[src/rtl/uart_rx_cfg.sv]
// uart_rx_cfg: oversampling UART receiver with configurable frame format
// (data bits, parity, stop bits) and a one-word valid/ready holding register.
module uart_rx_cfg #(
    parameter int CLK_FREQ   = 50_000_000,
    parameter int BAUD_RATE  = 9600,
    parameter int OVERSAMPLE = 16,
    parameter int DATA_BITS  = 8,
    parameter int PARITY     = 0,
    parameter int STOP_BITS  = 1
) (
    input  logic                 i_clock,
    input  logic                 i_reset,
    input  logic                 i_rx,
    input  logic                 i_ready,
    output logic [DATA_BITS-1:0] o_data,
    output logic                 o_valid,
    output logic                 o_parity_err,
    output logic                 o_frame_err,
    output logic                 o_overrun,
    output logic                 o_busy
);

    localparam int DIV   = CLK_FREQ / (BAUD_RATE * OVERSAMPLE);
    localparam int DIV_W = (DIV > 1) ? $clog2(DIV) : 1;
    localparam int OS_W  = $clog2(OVERSAMPLE);
    localparam int BIT_W = $clog2(DATA_BITS + 1);

    localparam logic [DIV_W-1:0] DIV_LAST  = DIV_W'(DIV - 1);
    localparam logic [OS_W-1:0]  HALF_LAST = OS_W'(OVERSAMPLE / 2 - 1);
    localparam logic [OS_W-1:0]  FULL_LAST = OS_W'(OVERSAMPLE - 1);
    localparam logic [BIT_W-1:0] DATA_LAST = BIT_W'(DATA_BITS - 1);
    localparam logic             STOP_LAST = (STOP_BITS == 2);
    localparam logic             HAS_PAR   = (PARITY != 0);
    localparam logic             ODD_PAR   = (PARITY == 1);

    typedef enum logic [2:0] {
        S_IDLE   = 3'd0,
        S_START  = 3'd1,
        S_DATA   = 3'd2,
        S_PARITY = 3'd3,
        S_STOP   = 3'd4
    } state_t;

    // state is left as a named enum so checkers can bind to it directly
    state_t state, state_next;

    logic [DIV_W-1:0]     div_cnt;
    logic                 tick;
    logic                 rx_meta, rx_sync, rx_prev;
    logic                 fall;
    logic [OS_W-1:0]      os_cnt;
    logic                 os_done;
    logic [BIT_W-1:0]     bit_cnt;
    logic                 stop_cnt;
    logic [DATA_BITS-1:0] shreg;
    logic                 par_err_r, frame_err_r;
    logic                 frame_start, sample_data, sample_par, sample_stop, frame_done;

    // free-running oversample tick generator
    always_ff @(posedge i_clock or negedge i_reset) begin
        if (!i_reset)                div_cnt <= '0;
        else if (div_cnt == DIV_LAST) div_cnt <= '0;
        else                         div_cnt <= div_cnt + DIV_W'(1);
    end

    assign tick = (div_cnt == DIV_LAST);

    // 2-FF synchronizer plus one history flop for edge detection, all preset to idle-high
    always_ff @(posedge i_clock or negedge i_reset) begin
        if (!i_reset) begin
            rx_meta <= 1'b1;
            rx_sync <= 1'b1;
            rx_prev <= 1'b1;
        end else begin
            rx_meta <= i_rx;
            rx_sync <= rx_meta;
            rx_prev <= rx_sync;
        end
    end

    assign fall    = rx_prev & ~rx_sync;
    assign os_done = tick && (os_cnt == ((state == S_START) ? HALF_LAST : FULL_LAST));

    // FSM state register
    always_ff @(posedge i_clock or negedge i_reset) begin
        if (!i_reset) state <= S_IDLE;
        else          state <= state_next;
    end

    // FSM next-state logic
    always_comb begin
        state_next = state;
        case (state)
            S_IDLE:   if (fall) state_next = S_START;
            S_START:  if (os_done) state_next = rx_sync ? S_IDLE : S_DATA;
            S_DATA:   if (os_done && bit_cnt == DATA_LAST)
                          state_next = HAS_PAR ? S_PARITY : S_STOP;
            S_PARITY: if (os_done) state_next = S_STOP;
            S_STOP:   if (os_done && stop_cnt == STOP_LAST) state_next = S_IDLE;
            default:  state_next = S_IDLE;
        endcase
    end

    // FSM outputs: sample strobes and frame boundaries
    always_comb begin
        o_busy      = (state != S_IDLE);
        frame_start = (state == S_IDLE) && fall;
        sample_data = (state == S_DATA) && os_done;
        sample_par  = (state == S_PARITY) && os_done;
        sample_stop = (state == S_STOP) && os_done;
        frame_done  = sample_stop && (stop_cnt == STOP_LAST);
    end

    // tick, bit and stop-bit counters
    always_ff @(posedge i_clock or negedge i_reset) begin
        if (!i_reset) begin
            os_cnt   <= '0;
            bit_cnt  <= '0;
            stop_cnt <= 1'b0;
        end else begin
            if (state == S_IDLE || os_done) os_cnt <= '0;
            else if (tick)                  os_cnt <= os_cnt + OS_W'(1);

            if (state != S_DATA)  bit_cnt <= '0;
            else if (sample_data) bit_cnt <= bit_cnt + BIT_W'(1);

            if (state != S_STOP)  stop_cnt <= 1'b0;
            else if (sample_stop) stop_cnt <= ~stop_cnt;
        end
    end

    // shift register (LSB arrives first) and per-frame error flags
    always_ff @(posedge i_clock or negedge i_reset) begin
        if (!i_reset) begin
            shreg       <= '0;
            par_err_r   <= 1'b0;
            frame_err_r <= 1'b0;
        end else begin
            if (sample_data) shreg <= {rx_sync, shreg[DATA_BITS-1:1]};

            if (frame_start)     par_err_r <= 1'b0;
            else if (sample_par) par_err_r <= ((^shreg) ^ rx_sync) != ODD_PAR;

            if (frame_start)                  frame_err_r <= 1'b0;
            else if (sample_stop && !rx_sync) frame_err_r <= 1'b1;
        end
    end

    // Holding register handshake: a word transfers on any clock where
    // o_valid & i_ready; o_data/flags hold while o_valid is high. A finished
    // frame loads when the register is empty or being drained that same clock,
    // otherwise it is dropped and o_overrun pulses for one clock.
    always_ff @(posedge i_clock or negedge i_reset) begin
        if (!i_reset) begin
            o_data       <= '0;
            o_valid      <= 1'b0;
            o_parity_err <= 1'b0;
            o_frame_err  <= 1'b0;
            o_overrun    <= 1'b0;
        end else begin
            o_overrun <= 1'b0;
            if (frame_done) begin
                if (!o_valid || i_ready) begin
                    o_data       <= shreg;
                    o_parity_err <= par_err_r;
                    o_frame_err  <= frame_err_r | ~rx_sync;
                    o_valid      <= 1'b1;
                end else begin
                    o_overrun <= 1'b1;
                end
            end else if (o_valid && i_ready) begin
                o_valid <= 1'b0;
            end
        end
    end

endmodule

[config.mk]
export PLATFORM = sky130hd
export DESIGN_NAME = uart_rx_cfg
export DESIGN_NICKNAME = d
export VERILOG_FILES = /design/src/rtl/uart_rx_cfg.sv
export SDC_FILE = /design/constraint.sdc
export NUM_CORES = 1
export LEC_CHECK = 0
export ABC_AREA = 0
export BUFFER_PORTS_ARGS = -buffer_cell sky130_fd_sc_hd__buf_4
export CAP_MARGIN = 20
export CORE_MARGIN = 1.5
export CORE_UTILIZATION = 39
export CTS_BUF_LIST = sky130_fd_sc_hd__clkbuf_8 sky130_fd_sc_hd__clkbuf_16
export CTS_CLUSTER_DIAMETER = 40
export DETAILED_ROUTE_END_ITERATION = 8
export RECOVER_POWER = 50
export SKIP_LAST_GASP = 1
export SYNTH_ARGS = -nofsm -noshare
export SYNTH_HDL_FRONTEND = slang
export SYNTH_SLANG_ARGS = --single-unit
[constraint.sdc]
create_clock -name i_clock -period 2.8 [get_ports i_clock]
set_input_delay 0.14 -clock i_clock [delete_from_list [all_inputs] [get_ports i_clock]]
set_output_delay 0.14 -clock i_clock [all_outputs]
set_load 0.05 [all_outputs]
==> flow_summary.toml <==
[critical_path]
path_class = "flop to flop"
crit_family = "simple AND/OR/NAND/NOR gates"
slowest_stage = "or4b_1"
required_ns = 3.00
worstSetupEndpointType = "flop"
slowest_delay_ns = 0.47
critPathBufInv = 2
critPathLaunchType = "flop"
critPathArrivalTime_ns = 2.64
worst-path-max-fanout = 10
cp_cell_sequence = "inv_1 -> ha_1 -> and4b_1 -> nand2_2 -> or3_1 -> or4b_1 -> buf_4 -> mux2_4"

[detailed_routing]
initialDrtViolationCount = 72
vias = 1335
wl_um = 3660
viasPerCell = 4.98
dr.pass1.iters = 4
drtAntennaViolNets = 0
route.detailed.drc = 0
wl_per_cell_um = 13.7

[timing]
tightestPinTransition_ns = 1.14
final-hold-violation-count = 0
rsz0062_at_grt = "false"
finalClockSkew_ns = 0.0140
slew_headroom_pct = 24.1
setup_tns_ns = 0
finalSetupViolCount = 0
fin_ws_ns = 0.360
holdWs_ns = 0.147
clock.fmax_mhz = 410
period_share_pct = 87.2
drv_slew = 0
period_needed_ns = 2.44

[logic_synthesis]
synth_warnings = 0
syn-mean-instance-area_um2 = 12.3
ys.flop_type = "dfrtp_1"
ys_async_sr_fraction_pct = 100
ys_seq_area_share_pct = 54.6
synthCells = 172
syn_area_um2 = 2120
synth-edff-count = 0
syn_nets = 180
ys_seq_elements = 46
synth.distinct_cells = 37

[cts]
cts_root_buffer = "clkbuf_8"
cts_resized = 0
cts_tree = "yes"
cts_made_buffers = 5
cts_hold_buf = 2
h-tree-depth = 2
path_clk_slew_ns = 0.09
post_cts_buffers = 0
clk_latency_ns = 0.30
clock-sinks = 46
clk_path_buf_depth = 2

[die]
num_rows = 26
core_um2 = 5170
fp.dieArea_um2 = 5880
start_util_pct = 40.9
pin_count = 17
fp.dieH_um = 76.7
chipWidth_um = 76.7

[min_path]
hp-class = "input port to flop"

[grt]
grt_max_degree = 47
grt_usage_pct = 14.2
overflow = 0
first_global_vias = 1363
grt_pass1_wl_um = 6560
antenna_found_initial = 0

[place]
port-buffer-count = 16
place_area_um2 = 2330
routabilityCongestion = 0.816
pre_cts_ws_ns = 0.345
dp.final_hpwl_um = 2530
dp.cells = 258

[cells_and_area]
antenna_cells = 0
layout.cells.non_filler = 268
syn2layout_area_growth_pct = 14.8
layout.nets = 205
drive_gt1_share_pct = 24.7
final_cell_area_um2 = 2430

[power]
powerDensity_nw_per_um2 = 574
p_leak_nw = 1.15
irDropWorstVdd_uv = 465

[status]
status = "completed"

[run]
maxCapViolCount = 0
## area by class of cell
class                      instances  area [µm²]
fill                             480        2740
tap                               70        87.6
inverter                           6        22.5
multi-input combinational        116         913
clock buffer                       6        82.6
timing repair buffer              22         156
clock inverter                     2        12.5
sequential                        46        1150
## flip-flops by register name (all words and copies together), names as in the netlist
signal        flops
o_valid           1
stop_cnt          1
o_frame_err       1
o_data            8
bit_cnt           4
o_parity_err      1
rx_meta           1
state             3
rx_prev           1
shreg             8
o_overrun         1
par_err_r         1
div_cnt           9
rx_sync           1
os_cnt            4
frame_err_r       1
## routing by layer
layer / GRT usage (%) / up-vias / wire length [µm]
li1: - / 640 / -
met1: 19.1 / 663 / 1740
met2: 22.5 / 24 / 1720
met3: 3.21 / 8 / 131
met4: 5.56 / 0 / 62
met5: 0 / - / 0
## power breakdown
| group | total [mW] | internal [mW] | switching (mW) |
|---|---|---|---|
| Sequential | 0.727 | 0.689 | 0.0380 |
| Combinational | 0.245 | 0.0829 | 0.162 |
| Clock | 0.424 | 0.199 | 0.226 |
| Total | 1.40 | 0.970 | 0.425 |
## cell families (layout without fill, tap and decap cells)
group,count (synthesis),in the layout,share of synthesized area [%]
flip-flops,46,46,54.6
AO/OA/AOI/OAI,14,14,4.08
adder cells (fa/ha/maj),4,4,2.37
XOR/XNOR,21,21,9.34
multiplexers,21,21,12.8
buffers and inverters,10,36,2.25
AND/OR/NAND/NOR,56,56,14.5
## Yosys cell counts, types with 2 or more instances
| master | instances | area share (%) |
|---|---|---|
| nor2_1 | 13 | 2.3 |
| nand2_1 | 8 | 1.4 |
| mux2_4 | 10 | 7.1 |
| xor2_1 | 7 | 2.9 |
| or3_1 | 3 | 0.89 |
| xnor2_1 | 13 | 5.4 |
| nor3_1 | 7 | 1.7 |
| nand2b_1 | 3 | 0.89 |
| buf_2 | 2 | 0.47 |
| o21ai_0 | 5 | 1.2 |
| mux2_2 | 9 | 4.8 |
| mux2i_1 | 2 | 0.95 |
| dfstp_2 | 3 | 3.7 |
| and3_1 | 3 | 0.89 |
| inv_1 | 6 | 1.1 |
| ha_1 | 4 | 2.4 |
| a21oi_1 | 4 | 0.95 |
| nor4_1 | 2 | 0.59 |
| dfrtp_1 | 43 | 51 |
| nand3_1 | 7 | 1.7 |
| and2_1 | 2 | 0.59 |
## placed cells by master, fill, tap and decap left out, drive strengths merged
cell type,count
or2,1
dlygate4sd3,2
xor2,7
nor3,7
and3,3
a22oi,1
mux2i,2
o311ai,1
buf,15
a21oi,4
dfrtp,43
nor3b,1
o21ai,5
or3,3
and2,2
or4b,1
dfstp,3
o2111ai,1
nand3b,1
nand3,7
ha,4
nand2,9
clkinv,1
o32ai,1
clkinvlp,1
xnor3,1
xnor2,13
o21a,1
inv,6
nor4b,1
and4b,1
nand2b,3
nor2,13
mux2,19
nor4,2
clkbuf,11
nand4,1
## per-stage QoR
| stage | utilization [%] | total power, mW |
|---|---|---|
| 2_1_floorplan | - | 0.911 |
| 3_3_place_gp | 45.0 | 0.973 |
| 3_5_place_dp | 45.0 | 0.981 |
| 4_1_cts | 47.2 | 1.41 |
| 5_1_grt | 47.0 | 1.47 |
| 6_report | 47.0 | 1.40 |
## worst min-delay path, stage by stage
cell and delay [ns]:
buf_4 0.07, nand2b_1 0.14, nor3_1 0.05
## worst paths after layout
| kind | from | endpoint | slack (ns) | cells after the start |
|---|---|---|---|---|
| worst min-delay path | i_ready | o_overrun | 0.15 | 3 |
| max in group asynchronous | i_reset | bit_cnt[2] | 1.51 | 2 |
| worst max register to register | div_cnt[0] | o_data[6] | 0.36 | 8 |
| worst max-delay path | div_cnt[0] | o_data[6] | 0.36 | 8 |
| worst min register to register | rx_meta | rx_sync | 0.37 | 0 |
| min in group asynchronous | i_reset | div_cnt[8] | 0.59 | 2 |
No activity file was read; power rests on OpenSTA's default activity.
